**src/rtl/fc_pkg.sv**
```systemverilog
// Shared types and helpers for the fully-connected layer engine: FSM encoding,
// constant-width log2 and the requantise/saturate/ReLU step.
package fc_pkg;

  typedef enum logic [1:0] {
    ST_IDLE  = 2'd0,
    ST_ISSUE = 2'd1,
    ST_DRAIN = 2'd2,
    ST_DONE  = 2'd3
  } fc_state_e;

  function automatic int clog2(input int v);
    int r;
    int x;
    r = 0;
    x = 1;
    while (x < v) begin
      x = x * 2;
      r = r + 1;
    end
    return r;
  endfunction

  function automatic int max1(input int v);
    return (v < 1) ? 1 : v;
  endfunction

  // Round-half-up arithmetic shift, clamp to a signed data_w range, optional ReLU.
  function automatic logic signed [63:0] requant(input logic signed [63:0] t,
                                                 input int shift,
                                                 input int data_w,
                                                 input logic relu);
    logic signed [63:0] r;
    logic signed [63:0] hi;
    logic signed [63:0] lo;
    r = t;
    if (shift > 0) r = (t + (64'sd1 <<< (shift - 1))) >>> shift;
    hi = (64'sd1 <<< (data_w - 1)) - 64'sd1;
    lo = -(64'sd1 <<< (data_w - 1));
    if (r > hi) r = hi;
    else if (r < lo) r = lo;
    if (relu && (r < 0)) r = '0;
    return r;
  endfunction

endpackage

```
**src/rtl/fc_layer_param_if.sv**
```systemverilog
// Memory, multiplier-array and result-write bundle of the FC engine.
// master = engine side, slave = RAM / multiplier / next-layer side.
interface fc_layer_param_if #(
  parameter int GA_W       = 1,
  parameter int WA_W       = 3,
  parameter int CA_W       = 2,
  parameter int GROUP_SIZE = 32,
  parameter int DATA_W     = 8
);
  logic [GA_W-1:0]                in_addr;
  logic [GROUP_SIZE*DATA_W-1:0]   input_data;
  logic [WA_W-1:0]                weight_addr;
  logic [GROUP_SIZE*DATA_W-1:0]   weight;
  logic [CA_W-1:0]                bias_addr;
  logic [DATA_W-1:0]              bias;
  logic [GROUP_SIZE*DATA_W-1:0]   mul_data1;
  logic [GROUP_SIZE*DATA_W-1:0]   mul_data2;
  logic [GROUP_SIZE*2*DATA_W-1:0] mul_result;
  logic                           fc_output_wren;
  logic [CA_W-1:0]                fc_output_addr;
  logic [DATA_W-1:0]              fc_output_data;

  modport master (
    output in_addr, weight_addr, bias_addr, mul_data1, mul_data2,
           fc_output_wren, fc_output_addr, fc_output_data,
    input  input_data, weight, bias, mul_result
  );

  modport slave (
    input  in_addr, weight_addr, bias_addr, mul_data1, mul_data2,
           fc_output_wren, fc_output_addr, fc_output_data,
    output input_data, weight, bias, mul_result
  );
endinterface

```
**src/rtl/fc_adder_tree.sv**
```systemverilog
// Pipelined signed adder tree, N inputs of IN_W bits, one register per level.
// Latency clog2(N) cycles; no backpressure, accepts one vector every cycle.
module fc_adder_tree
  import fc_pkg::*;
#(
  parameter int N    = 32,
  parameter int IN_W = 16,
  localparam int LAT = clog2(N)
) (
  input  logic                  clk_i,
  input  logic                  rst_n_i,
  input  logic [N*IN_W-1:0]     in_dat,
  output logic [IN_W+LAT-1:0]   sum_dat
);

  // Level l holds N>>(l+1) partial sums, each one bit wider than its operands.
  for (genvar l = 0; l < LAT; l++) begin : g_lvl
    localparam int CNT = N >> (l + 1);
    localparam int W   = IN_W + l + 1;
    logic [2*CNT*(W-1)-1:0] src;
    logic [CNT*W-1:0]       sum_q;

    if (l == 0) begin : g_first
      assign src = in_dat;
    end else begin : g_next
      assign src = g_lvl[l-1].sum_q;
    end

    always_ff @(posedge clk_i) begin
      if (!rst_n_i) begin
        sum_q <= '0;
      end else begin
        for (int i = 0; i < CNT; i++) begin
          sum_q[i*W +: W] <= W'($signed(src[(2*i)*(W-1) +: W-1]))
                           + W'($signed(src[(2*i+1)*(W-1) +: W-1]));
        end
      end
    end
  end

  if (LAT == 0) begin : g_pass
    assign sum_dat = in_dat;
  end else begin : g_out
    assign sum_dat = g_lvl[LAT-1].sum_q;
  end

endmodule

```
**src/rtl/fc_layer_param.sv**
```systemverilog
// FC layer: OUTPUT_DIM dot products over INPUT_DIM inputs, GROUP_SIZE per cycle, bias + requant + ReLU.
// First write NG+MUL_LAT+ADD_LAT+3 cycles after start, then one per NG cycles; no backpressure.
module fc_layer_param
  import fc_pkg::*;
#(
  parameter int INPUT_DIM  = 64,
  parameter int OUTPUT_DIM = 4,
  parameter int GROUP_SIZE = 32,
  parameter int DATA_W     = 8,
  parameter int ACC_W      = 24,
  parameter int MUL_LAT    = 1,
  parameter int OUT_SHIFT  = 9,
  parameter int BIAS_SHIFT = 0
) (
  input  logic              clk_i,
  input  logic              rst_n_i,
  input  logic              start_i,
  input  logic              relu_en_i,
  output logic              busy_o,
  output logic              done_o,
  fc_layer_param_if.master  bus
);

  localparam int NG      = INPUT_DIM / GROUP_SIZE;
  localparam int GA_W    = max1(clog2(NG));
  localparam int CA_W    = max1(clog2(OUTPUT_DIM));
  localparam int WA_W    = max1(clog2(NG * OUTPUT_DIM));
  localparam int ADD_LAT = clog2(GROUP_SIZE);
  localparam int SUM_W   = 2 * DATA_W + ADD_LAT;
  localparam int PIPE_D  = 1 + MUL_LAT + ADD_LAT;
  localparam int L       = PIPE_D - 1;
  localparam logic [GA_W-1:0] G_LAST = GA_W'(NG - 1);
  localparam logic [CA_W-1:0] C_LAST = CA_W'(OUTPUT_DIM - 1);

  fc_state_e       state_q, state_d;
  logic [GA_W-1:0] g_q;
  logic [CA_W-1:0] ch_q;
  logic            relu_q;
  logic            issue_last;
  logic            wr_vld_q;
  logic [CA_W-1:0] wr_addr_q;
  logic [DATA_W-1:0] wr_dat_q;

  assign issue_last = (g_q == G_LAST) && (ch_q == C_LAST);

  always_ff @(posedge clk_i) begin
    if (!rst_n_i) state_q <= ST_IDLE;
    else          state_q <= state_d;
  end

  always_comb begin
    state_d = state_q;
    case (state_q)
      ST_IDLE:  if (start_i) state_d = ST_ISSUE;
      ST_ISSUE: if (issue_last) state_d = ST_DRAIN;
      ST_DRAIN: if (wr_vld_q && (wr_addr_q == C_LAST)) state_d = ST_DONE;
      ST_DONE:  state_d = ST_IDLE;
      default:  state_d = ST_IDLE;
    endcase
  end

  assign busy_o = (state_q != ST_IDLE);
  assign done_o = (state_q == ST_DONE);

  // Group index runs fastest so each channel's groups issue back to back.
  always_ff @(posedge clk_i) begin
    if (!rst_n_i) begin
      g_q    <= '0;
      ch_q   <= '0;
      relu_q <= 1'b0;
    end else if ((state_q == ST_IDLE) && start_i) begin
      g_q    <= '0;
      ch_q   <= '0;
      relu_q <= relu_en_i;
    end else if (state_q == ST_ISSUE) begin
      if (g_q == G_LAST) begin
        g_q  <= '0;
        ch_q <= (ch_q == C_LAST) ? '0 : ch_q + CA_W'(1);
      end else begin
        g_q <= g_q + GA_W'(1);
      end
    end
  end

  assign bus.in_addr     = g_q;
  assign bus.bias_addr   = ch_q;
  assign bus.weight_addr = WA_W'(ch_q) * WA_W'(NG) + WA_W'(g_q);
  assign bus.mul_data1   = bus.input_data;
  assign bus.mul_data2   = bus.weight;

  logic [SUM_W-1:0] tree_sum;

  fc_adder_tree #(
    .N    (GROUP_SIZE),
    .IN_W (2 * DATA_W)
  ) u_tree (
    .clk_i   (clk_i),
    .rst_n_i (rst_n_i),
    .in_dat  (bus.mul_result),
    .sum_dat (tree_sum)
  );

  // Tag rides alongside the RAM read, multiplier and tree; bias joins one stage in,
  // when the registered bias RAM output lines up with its request.
  logic                     tag_vld_q   [PIPE_D];
  logic                     tag_first_q [PIPE_D];
  logic                     tag_last_q  [PIPE_D];
  logic [CA_W-1:0]          tag_ch_q    [PIPE_D];
  logic signed [DATA_W-1:0] bias_pipe_q [PIPE_D-1];

  always_ff @(posedge clk_i) begin
    if (!rst_n_i) begin
      for (int i = 0; i < PIPE_D; i++) begin
        tag_vld_q[i]   <= 1'b0;
        tag_first_q[i] <= 1'b0;
        tag_last_q[i]  <= 1'b0;
        tag_ch_q[i]    <= '0;
      end
      for (int i = 0; i < PIPE_D - 1; i++) bias_pipe_q[i] <= '0;
    end else begin
      tag_vld_q[0]   <= (state_q == ST_ISSUE);
      tag_first_q[0] <= (g_q == '0);
      tag_last_q[0]  <= (g_q == G_LAST);
      tag_ch_q[0]    <= ch_q;
      bias_pipe_q[0] <= $signed(bus.bias);
      for (int i = 1; i < PIPE_D; i++) begin
        tag_vld_q[i]   <= tag_vld_q[i-1];
        tag_first_q[i] <= tag_first_q[i-1];
        tag_last_q[i]  <= tag_last_q[i-1];
        tag_ch_q[i]    <= tag_ch_q[i-1];
      end
      for (int i = 1; i < PIPE_D - 1; i++) bias_pipe_q[i] <= bias_pipe_q[i-1];
    end
  end

  logic signed [ACC_W-1:0]  acc_q;
  logic signed [ACC_W-1:0]  sum_ext;
  logic                     post_vld_q;
  logic [CA_W-1:0]          post_ch_q;
  logic signed [DATA_W-1:0] post_bias_q;

  assign sum_ext = ACC_W'($signed(tree_sum));

  always_ff @(posedge clk_i) begin
    if (!rst_n_i) begin
      acc_q       <= '0;
      post_vld_q  <= 1'b0;
      post_ch_q   <= '0;
      post_bias_q <= '0;
    end else begin
      post_vld_q <= tag_vld_q[L] && tag_last_q[L];
      if (tag_vld_q[L]) acc_q <= tag_first_q[L] ? sum_ext : acc_q + sum_ext;
      if (tag_vld_q[L] && tag_last_q[L]) begin
        post_ch_q   <= tag_ch_q[L];
        post_bias_q <= bias_pipe_q[L-1];
      end
    end
  end

  // acc_q still holds the finished channel here, even if the next channel starts accumulating.
  logic signed [63:0] t_full;
  logic [DATA_W-1:0]  rq_dat;

  assign t_full = 64'(acc_q) + (64'(post_bias_q) <<< BIAS_SHIFT);
  assign rq_dat = DATA_W'(requant(t_full, OUT_SHIFT, DATA_W, relu_q));

  always_ff @(posedge clk_i) begin
    if (!rst_n_i) begin
      wr_vld_q  <= 1'b0;
      wr_addr_q <= '0;
      wr_dat_q  <= '0;
    end else begin
      wr_vld_q <= post_vld_q;
      if (post_vld_q) begin
        wr_addr_q <= post_ch_q;
        wr_dat_q  <= rq_dat;
      end
    end
  end

  assign bus.fc_output_wren = wr_vld_q;
  assign bus.fc_output_addr = wr_addr_q;
  assign bus.fc_output_data = wr_dat_q;

endmodule
```
**src/flat_wrapper.sv**
```systemverilog
// flat-port wrapper written by rule: the top's interface ports become plain ports
module fc_layer_param_flat import fc_pkg::*;
#(
  parameter int INPUT_DIM  = 64,
  parameter int OUTPUT_DIM = 4,
  parameter int GROUP_SIZE = 32,
  parameter int DATA_W     = 8,
  parameter int ACC_W      = 24,
  parameter int MUL_LAT    = 1,
  parameter int OUT_SHIFT  = 9,
  parameter int BIAS_SHIFT = 0
)
  (clk_i, rst_n_i, start_i, relu_en_i, busy_o, done_o, bus_in_addr, bus_weight_addr, bus_bias_addr, bus_mul_data1, bus_mul_data2, bus_fc_output_wren, bus_fc_output_addr, bus_fc_output_data, bus_input_data, bus_weight, bus_bias, bus_mul_result);
  fc_layer_param_if #(.GROUP_SIZE(GROUP_SIZE), .DATA_W(DATA_W)) bus_i ();
  input  logic clk_i;
  input  logic rst_n_i;
  input  logic start_i;
  input  logic relu_en_i;
  output logic busy_o;
  output logic done_o;
  output wire logic [$bits(bus_i.in_addr)-1:0] bus_in_addr;
  output wire logic [$bits(bus_i.weight_addr)-1:0] bus_weight_addr;
  output wire logic [$bits(bus_i.bias_addr)-1:0] bus_bias_addr;
  output wire logic [$bits(bus_i.mul_data1)-1:0] bus_mul_data1;
  output wire logic [$bits(bus_i.mul_data2)-1:0] bus_mul_data2;
  output wire logic [$bits(bus_i.fc_output_wren)-1:0] bus_fc_output_wren;
  output wire logic [$bits(bus_i.fc_output_addr)-1:0] bus_fc_output_addr;
  output wire logic [$bits(bus_i.fc_output_data)-1:0] bus_fc_output_data;
  input wire logic [$bits(bus_i.input_data)-1:0] bus_input_data;
  input wire logic [$bits(bus_i.weight)-1:0] bus_weight;
  input wire logic [$bits(bus_i.bias)-1:0] bus_bias;
  input wire logic [$bits(bus_i.mul_result)-1:0] bus_mul_result;
  assign bus_in_addr = bus_i.in_addr;
  assign bus_weight_addr = bus_i.weight_addr;
  assign bus_bias_addr = bus_i.bias_addr;
  assign bus_mul_data1 = bus_i.mul_data1;
  assign bus_mul_data2 = bus_i.mul_data2;
  assign bus_fc_output_wren = bus_i.fc_output_wren;
  assign bus_fc_output_addr = bus_i.fc_output_addr;
  assign bus_fc_output_data = bus_i.fc_output_data;
  assign bus_i.input_data = bus_input_data;
  assign bus_i.weight = bus_weight;
  assign bus_i.bias = bus_bias;
  assign bus_i.mul_result = bus_mul_result;
  fc_layer_param #(.INPUT_DIM(INPUT_DIM), .OUTPUT_DIM(OUTPUT_DIM), .GROUP_SIZE(GROUP_SIZE), .DATA_W(DATA_W), .ACC_W(ACC_W), .MUL_LAT(MUL_LAT), .OUT_SHIFT(OUT_SHIFT), .BIAS_SHIFT(BIAS_SHIFT)) u_core (.clk_i(clk_i), .rst_n_i(rst_n_i), .start_i(start_i), .relu_en_i(relu_en_i), .busy_o(busy_o), .done_o(done_o), .bus(bus_i));
endmodule
```
**config.mk**
```make
export PLATFORM = sky130hd
export DESIGN_NAME = fc_layer_param_flat
export DESIGN_NICKNAME = d
export VERILOG_FILES = /design/src/rtl/fc_pkg.sv /design/src/rtl/fc_layer_param_if.sv /design/src/rtl/fc_adder_tree.sv /design/src/rtl/fc_layer_param.sv /design/src/flat_wrapper.sv
export SDC_FILE = /design/constraint.sdc
export NUM_CORES = 2
export LEC_CHECK = 0
export ABC_AREA = 1
export CAP_MARGIN = 40
export CORE_AREA = 4 4 600 602
export DETAILED_ROUTE_END_ITERATION = 12
export DIE_AREA = 0 0 604 606
export HOLD_SLACK_MARGIN = 0.08
export PLACE_DENSITY = 0.35
export SLEW_MARGIN = 40
export SYNTH_ARGS = -nofsm -noshare
export SYNTH_HDL_FRONTEND = slang
export SYNTH_SLANG_ARGS = --single-unit
```
**constraint.sdc**
```tcl
create_clock -name clk_i -period 2.6 [get_ports clk_i]
set_clock_uncertainty 0.05 [all_clocks]
set_input_delay 0.26 -clock clk_i [delete_from_list [all_inputs] [get_ports clk_i]]
set_output_delay 0.26 -clock clk_i [all_outputs]
set_load 0.01 [all_outputs]
```
# Word-level counts from Yosys, hierarchy flattened
# Memory sizes are Yosys's and may differ from the RTL's. A register that Yosys moved wholly into a read port is not among the register bits.
# Cells that the tools add are included.
dict set report op_classes {
  n_reduce_logical 12
  n_addsub 37
  bitwise_logic 36
  n_eq_ne 8
  n_mux 46
  order_cmp 3
}
# cell n
set op_table {}
lappend op_table {{adder 16 x 16 -> 17 bit} 16}
lappend op_table {{adder 17 x 17 -> 18 bit} 8}
lappend op_table {{two-way mux 64 bit} 2}
lappend op_table {{adder 18 x 18 -> 19 bit} 4}
lappend op_table {{less-than comparator 64 x 1 -> 1 bit, second input constant} 1}
lappend op_table {{two-way mux 8 bit} 7}
lappend op_table {{> comparator 55 x 8 -> 1 bit, second input constant} 1}
lappend op_table {{less-than comparator 55 x 8 -> 1 bit, second input constant} 1}
lappend op_table {{adder 19 x 19 -> 20 bit} 2}
lappend op_table {{OR 1 bit} 34}
lappend op_table {{adder 25 x 10 -> 26 bit, second input constant} 1}
lappend op_table {{adder 24 x 8 -> 25 bit} 1}
lappend op_table {{adder 24 x 21 -> 24 bit} 1}
lappend op_table {{two-way mux 1 bit} 24}
lappend op_table {{two-way mux 24 bit} 1}
lappend op_table {{two-way mux 2 bit} 11}
lappend op_table {{adder 20 x 20 -> 21 bit} 1}
lappend op_table {{== test 2 bit, second input constant} 4}
lappend op_table {{one-hot mux 2 bit (4 select lines)} 1}
lappend op_table {{logical AND 1 bit} 5}
lappend op_table {{!= test 2 x 1 -> 1 bit, second input constant} 2}
lappend op_table {{adder 3 x 1 -> 3 bit} 1}
lappend op_table {{AND reduction 3 bit} 1}
lappend op_table {{adder 2 x 1 -> 2 bit, second input constant} 1}
lappend op_table {{other kinds (9)} 11}
dict set report totals {
  register_bits 595
  in_bits 1036
  n_memories 5
  ram_bits 83
  out_inout_bits 531
}
# name depth width rd rd_clocked_by_memory_dff write_ports line
set memory_table {}
lappend memory_table {u_core.bias_pipe_q 6 8 6 1 6 fc_layer_param.sv:109} ;# logic signed [DATA_W-1:0] bias_pipe_q [PIPE_D-1];
lappend memory_table {u_core.tag_ch_q 7 2 7 1 7 fc_layer_param.sv:108} ;# logic [CA_W-1:0] tag_ch_q [PIPE_D];
lappend memory_table {u_core.tag_first_q 7 1 7 0 7 fc_layer_param.sv:106} ;# logic tag_first_q [PIPE_D];
lappend memory_table {u_core.tag_last_q 7 1 7 0 7 fc_layer_param.sv:107} ;# logic tag_last_q [PIPE_D];
lappend memory_table {u_core.tag_vld_q 7 1 7 0 7 fc_layer_param.sv:105} ;# logic tag_vld_q [PIPE_D];

# Longest topological paths before layout
dict set report logic_depth {
  word_depth 8
  ltp_mapped 22
  ltp_nobuf 22
}

# Cells and area by module
# From an unflattened synthesis, not the netlist that was laid out.
dict set report hier_totals {
  cells_unflattened 7985
  hier_area_um2 52758.1
}
# mod seq_area_each_um2 cells_each n_inst area_per_inst_um2
set modules_own_cells {}
lappend modules_own_cells {fc_adder_tree 11070.6 6371 1 41184.5}
lappend modules_own_cells {fc_layer_param 2702.6 1614 1 11573.6}

# Least setup slack after synthesis
# OpenSTA, ideal clock, no wires.
dict set report synth_timing {
  kind {register to register}
  startpoint {register u_core.post_bias_q[7], read port of u_core.bias_pipe_q}
  endpoint {register u_core.wr_dat_q[3], in the netlist u_core.bus.fc_output_data[3]}
  path_buffers 0
  path_slack_ns -0.204
  arrival_time_ns 2.619
  path_stages_with_launch 20
  cell_sequence {dfxtp_1 > inv_1 > ha_1 > inv_1 > ha_1 > nand2_1 > inv_1 > nand2_1 > nand2_1 > nand2_1 > nand2_1 > nand2_1 > nand3_2 > nand2_2 > nand3_4 > xor2_2 > o21ai_1 > inv_2 > nand2_1 > a21oi_2}
}
dict set report synth_via {
  elab_chain_len 8
  elab_cells_between_ends 9
}
# element line
set synth_rtl {}
lappend synth_rtl {{from (decl)} fc_layer_param.sv:140} ;# logic signed [DATA_W-1:0] post_bias_q;
lappend synth_rtl {{adder 24 x 8 -> 25 bit *} fc_layer_param.sv:164} ;# assign t_full = 64'(acc_q) + (64'(post_bias_q) <<< BIAS_SHIFT);
lappend synth_rtl {{adder 25 x 10 -> 26 bit *} fc_pkg.sv:37} ;# if (shift > 0) r = (t + (64'sd1 <<< (shift - 1))) >>> shift;
lappend synth_rtl {{less-than comparator 55 x 8 -> 1 bit} fc_pkg.sv:41} ;# else if (r < lo) r = lo;
lappend synth_rtl {{two-way mux 64 bit} fc_pkg.sv:41}
lappend synth_rtl {{two-way mux 64 bit *} fc_pkg.sv:40} ;# if (r > hi) r = hi;
lappend synth_rtl {{less-than comparator 64 x 1 -> 1 bit} fc_pkg.sv:42} ;# if (relu && (r < 0)) r = '0;
lappend synth_rtl {{logical AND 1 bit} fc_pkg.sv:42}
lappend synth_rtl {{two-way mux 8 bit *} fc_pkg.sv:42}
lappend synth_rtl {{to (signal assigned)} fc_layer_param.sv:176} ;# wr_dat_q <= rq_dat;
lappend synth_rtl {{to (decl)} fc_layer_param.sv:42} ;# logic [DATA_W-1:0] wr_dat_q;
# Every way passes the cells marked *; elsewhere a longest branch is shown, timed or not.
# A chain may end at the register's enable or synchronous reset.

# Worst setup path in the final report
# Ends and elaborated chain as after synthesis.

==> results.toml <==
[sta]
fin_crit_ns = 2.643
max_slew_margin_pct = 63.92
report.final.slew_viol_count = 0
hold_viol_final = 0
tightest_slew_ns = 0.5412
max_freq_mhz = 378.3
setup-violations-final = 7
fin_crit_sh_pct = 101.7
rsz0062_at_grt = "yes"
fin_ws_ns = -0.04318

[floorplanning]
die_h_um = 606
floorplan.die_area_mm2 = 0.3660
start_util_pct = 13.12
rows = 219
num_io_pins = 1567
die_w_um = 604
core_mm2 = 0.3548

[route]
first_pass_iters = 7
via_per_inst = 3.635
dr.first_iter.drc_count = 1737
drcViolationCount = 0
wl_um = 207600
num_vias = 41690
ant_nets = 0
avgRoutedWirePerCell_um = 18.11

[global_routing]
grt_use_total_pct = 10.81
grt_max_degree = 107
antenna_found_initial = 15
gr-total-overflow = 0
first_global_vias = 42430
grt_pass1_wl_um = 292400

[layout]
layout.nets = 8301
area_growth_pct = 30.88
layout-drive-gt1-share_pct = 11.20
num-fill-cells = 40130
postLayoutCellArea_mm2 = 0.06091

[setup_path]
crit_path_end_kind = "flip-flop"
slowest_stage = "dfxtp_4"
reg2reg_to = "u_core.bus.fc_output_data[3]"
criticalPathCategory = "reg2reg"
cp_cell_sequence = "buf_12 > ha_4 > ha_4 > nand2_4 > inv_2 > a21oi_2 > nor2_1 > nor2_2 > nand3_2 > nand2_2 > nand3_4 > xor2_4 > o21ai_2 > inv_2 > nand2_1 > a21oi_2"
path_buf_inv = 3
cp_max_fo = 7
slowest_delay_ns = 0.43
cp.depth = 16
r2r_start = "u_core.post_bias_q[7]"
start_kind = "flip-flop"
r2r_cells = 16
cp.required_ns = 3.13
cp_top_family = "simple AND/OR/NAND/NOR gates"
reg2reg_setup_slack_ns = -0.04
critPathArrivalTime_ns = 3.17

[power_and_ir_drop]
vdd_drop_max_v = 0.0004608
power_density_mw_per_mm2 = 611.1
leakagePower_nw = 27.69

[logic_synthesis]
syn-mean-instance-area_um2 = 7.454
yosysSeqAreaShare_pct = 29.59
async_flop_share_pct = 0
netlist_area_mm2 = 0.04654
synth.yosys.warnings = 0
synth.ff_latch_count = 688
synth_nets = 7909
synth_ff_type = "dfxtp_1"
synth_edf_count = 0
synthCells = 6244
synth_cell_types = 52

[placed_design]
post_dp_cell_area_mm2 = 0.05649
dp_hpwl_um = 174100
pre_cts_slack_ns = -0.6594
gp_congestion = 0.7999
numPortBuffers = 542

[clock_tree]
clock_sinks = 688
cts.path.max_buffers = 3
h-tree-depth = 3
cts_tree = "yes"
root_buffer = "clkbuf_16"
path_clk_slew_ns = 0.06
cts_buffers = 92
clk_latency_ns = 0.72

[worst_hold_path]
min_to = "u_core.bias_pipe_q[0][0]"
hold_path_startpoint = "bus_bias[0]"
hp-class = "in2reg"
min_path_cells = 3

[outcome]
violations = "negative setup slack"
status = "finished, violations left"

[run]
maxCapViolations = 0
[power by group]
| part | internal (mW) | switching [mW] |
|---|---|---|
| registers | 12.1 | 1.08 |
| logic | 4.59 | 6.34 |
| clock network | 7.83 | 5.32 |
| total | 24.5 | 12.7 |
[routing by layer]
layer  part of all wire [%]  global-route usage, %  vias up
li1                       -                      -    21420
met3                     11                  5.440      433
met2                     41                  16.08     1262
met4                    5.2                  5.244       30
met5                   0.91                  3.645        -
met1                     42                  12.52    18540
[registers in the layout, summed over array words and instances, names as in the netlist, 2 cells and up]
signal                     cells
u_core.state_q                 2
u_core.bias_pipe_q            48
u_core.tag_first_q             7
u_core.bus.fc_output_data      8
u_core.tag_ch_q               14
u_core.tag_last_q              7
u_core.post_bias_q             8
u_core.bus.bias_addr           2
u_core.bus.fc_output_addr      2
u_core.u_tree.sum_dat         21
u_core.tag_vld_q               7
u_core.acc_q                  24
u_core.u_tree.g_lvl.sum_q    532
u_core.post_ch_q               2
[tightest hold or removal path, cell delays in order]
cell             delay [ns]
clkdlybuf4s50_1        0.44
nand2_1                0.09
inv_1                  0.04
[logic make-up after synthesis]
kind of cell	Yosys count	share of synthesized area (%)
fa+ha+maj	629	17.43
compound gates	1942	23.23
xor+xnor	35	0.6909
flops	688	29.59
buf+inv	1362	15.14
simple gates	1588	13.93
[synth_stat cells, types with 4 or more instances]
cell	number	area (µm²)
a211oi_1	4	30.03
a21boi_0	36	270.3
a21boi_1	30	225.2
a21o_1	38	285.3
a21oi_1	970	4855
a21oi_2	8	70.07
a221oi_1	11	96.34
a31oi_1	41	256.5
and2_1	4	25.02
buf_1	5	18.77
buf_4	515	3866
clkbuf_1	80	300.3
clkinv_1	4	15.01
dfxtp_1	688	13770
fa_1	32	640.6
ha_1	597	7470
inv_1	755	2834
nand2_1	931	3495
nand2_2	11	68.82
nand3_1	172	860.8
nand3b_1	4	30.03
nand4_1	18	112.6
nor2_1	356	1336
nor2_2	4	25.02
nor2_4	4	45.04
nor3_1	65	325.3
nor3b_1	6	45.04
nor4_1	5	31.28
o211ai_1	23	172.7
o21a_1	139	1044
o21ai_0	487	2437
o21ai_1	59	295.3
o21ai_2	16	140.1
o21bai_1	29	217.7
o31ai_1	39	292.8
xnor2_1	5	43.79
xor2_1	28	245.2
[per-stage QoR]
stage	power, mW	setup TNS, ns	cells	utilization [%]	hold WS [ns]
final	37.22	-0.2012	11470	17.17	0.1359
after global routing	40.06	-1.617	11470	17.16	0.1210
after CTS	38.10	-0.1440	11460	17.02	0.08710
after detailed placement	24.33	-9.773	11270	15.92	0.3415
after global placement	24.39	-9.846	11270	15.92	0.3420
after floorplan	20.34	0	6244	-	0.3076
[how the worst max path moves through the flow]
stage / start / to / slack [ns]
floorplan: u_core.post_bias_q[7] / u_core.bus.fc_output_data[3] / 0.06
global placement: bus_mul_result[448] / u_core.u_tree.g_lvl[0].sum_q[252] / -0.80
detailed placement: bus_mul_result[448] / u_core.u_tree.g_lvl[0].sum_q[252] / -0.66
CTS: u_core.post_bias_q[7] / u_core.bus.fc_output_data[1] / -0.04
global route: u_core.post_bias_q[7] / u_core.bus.fc_output_data[0] / -0.23
finish: u_core.post_bias_q[7] / u_core.bus.fc_output_data[3] / -0.04
[cells in the final DEF, fill, tap and decap left out, types with 36 or more instances in the layout]
cell type | Yosys | routed
a21o_1 | 38 | 38
a21oi_1 | 970 | 952
a31oi_1 | 41 | 37
buf_4 | 515 | 328
clkbuf_16 | 0 | 92
clkdlybuf4s50_1 | 0 | 539
dfxtp_1 | 688 | 676
ha_1 | 597 | 557
ha_4 | 0 | 36
inv_1 | 755 | 750
nand2_1 | 931 | 882
nand2_2 | 11 | 48
nand3_1 | 172 | 168
nor2_1 | 356 | 335
nor3_1 | 65 | 61
o21a_1 | 139 | 139
o21ai_0 | 487 | 473
o21ai_1 | 59 | 55
o31ai_1 | 39 | 39
[layout make-up]
| type | count | area, µm² | share of cell area (%) |
|---|---|---|---|
| timing repair buffer | 898 | 8361 | 13.73 |
| clock inverter | 49 | 610.6 | 1.002 |
| tap | 4751 | 5944 | 9.759 |
| clock buffer | 122 | 2605 | 4.277 |
| antenna | 3 | 7.507 | 0.01232 |
| inverter | 762 | 2868 | 4.708 |
| multi-input combinational | 4194 | 26720 | 43.87 |
| sequential | 688 | 13790 | 22.64 |
[timing repair]
item	4_1_cts	5_1_grt
resized for setup	112	125
hold endpoints to repair	41	0
pin swaps	33	52
setup endpoints to repair	20	53
hold buffers	9	0
setup buffers	4	7
No activity file was read; power rests on OpenSTA's default activity.
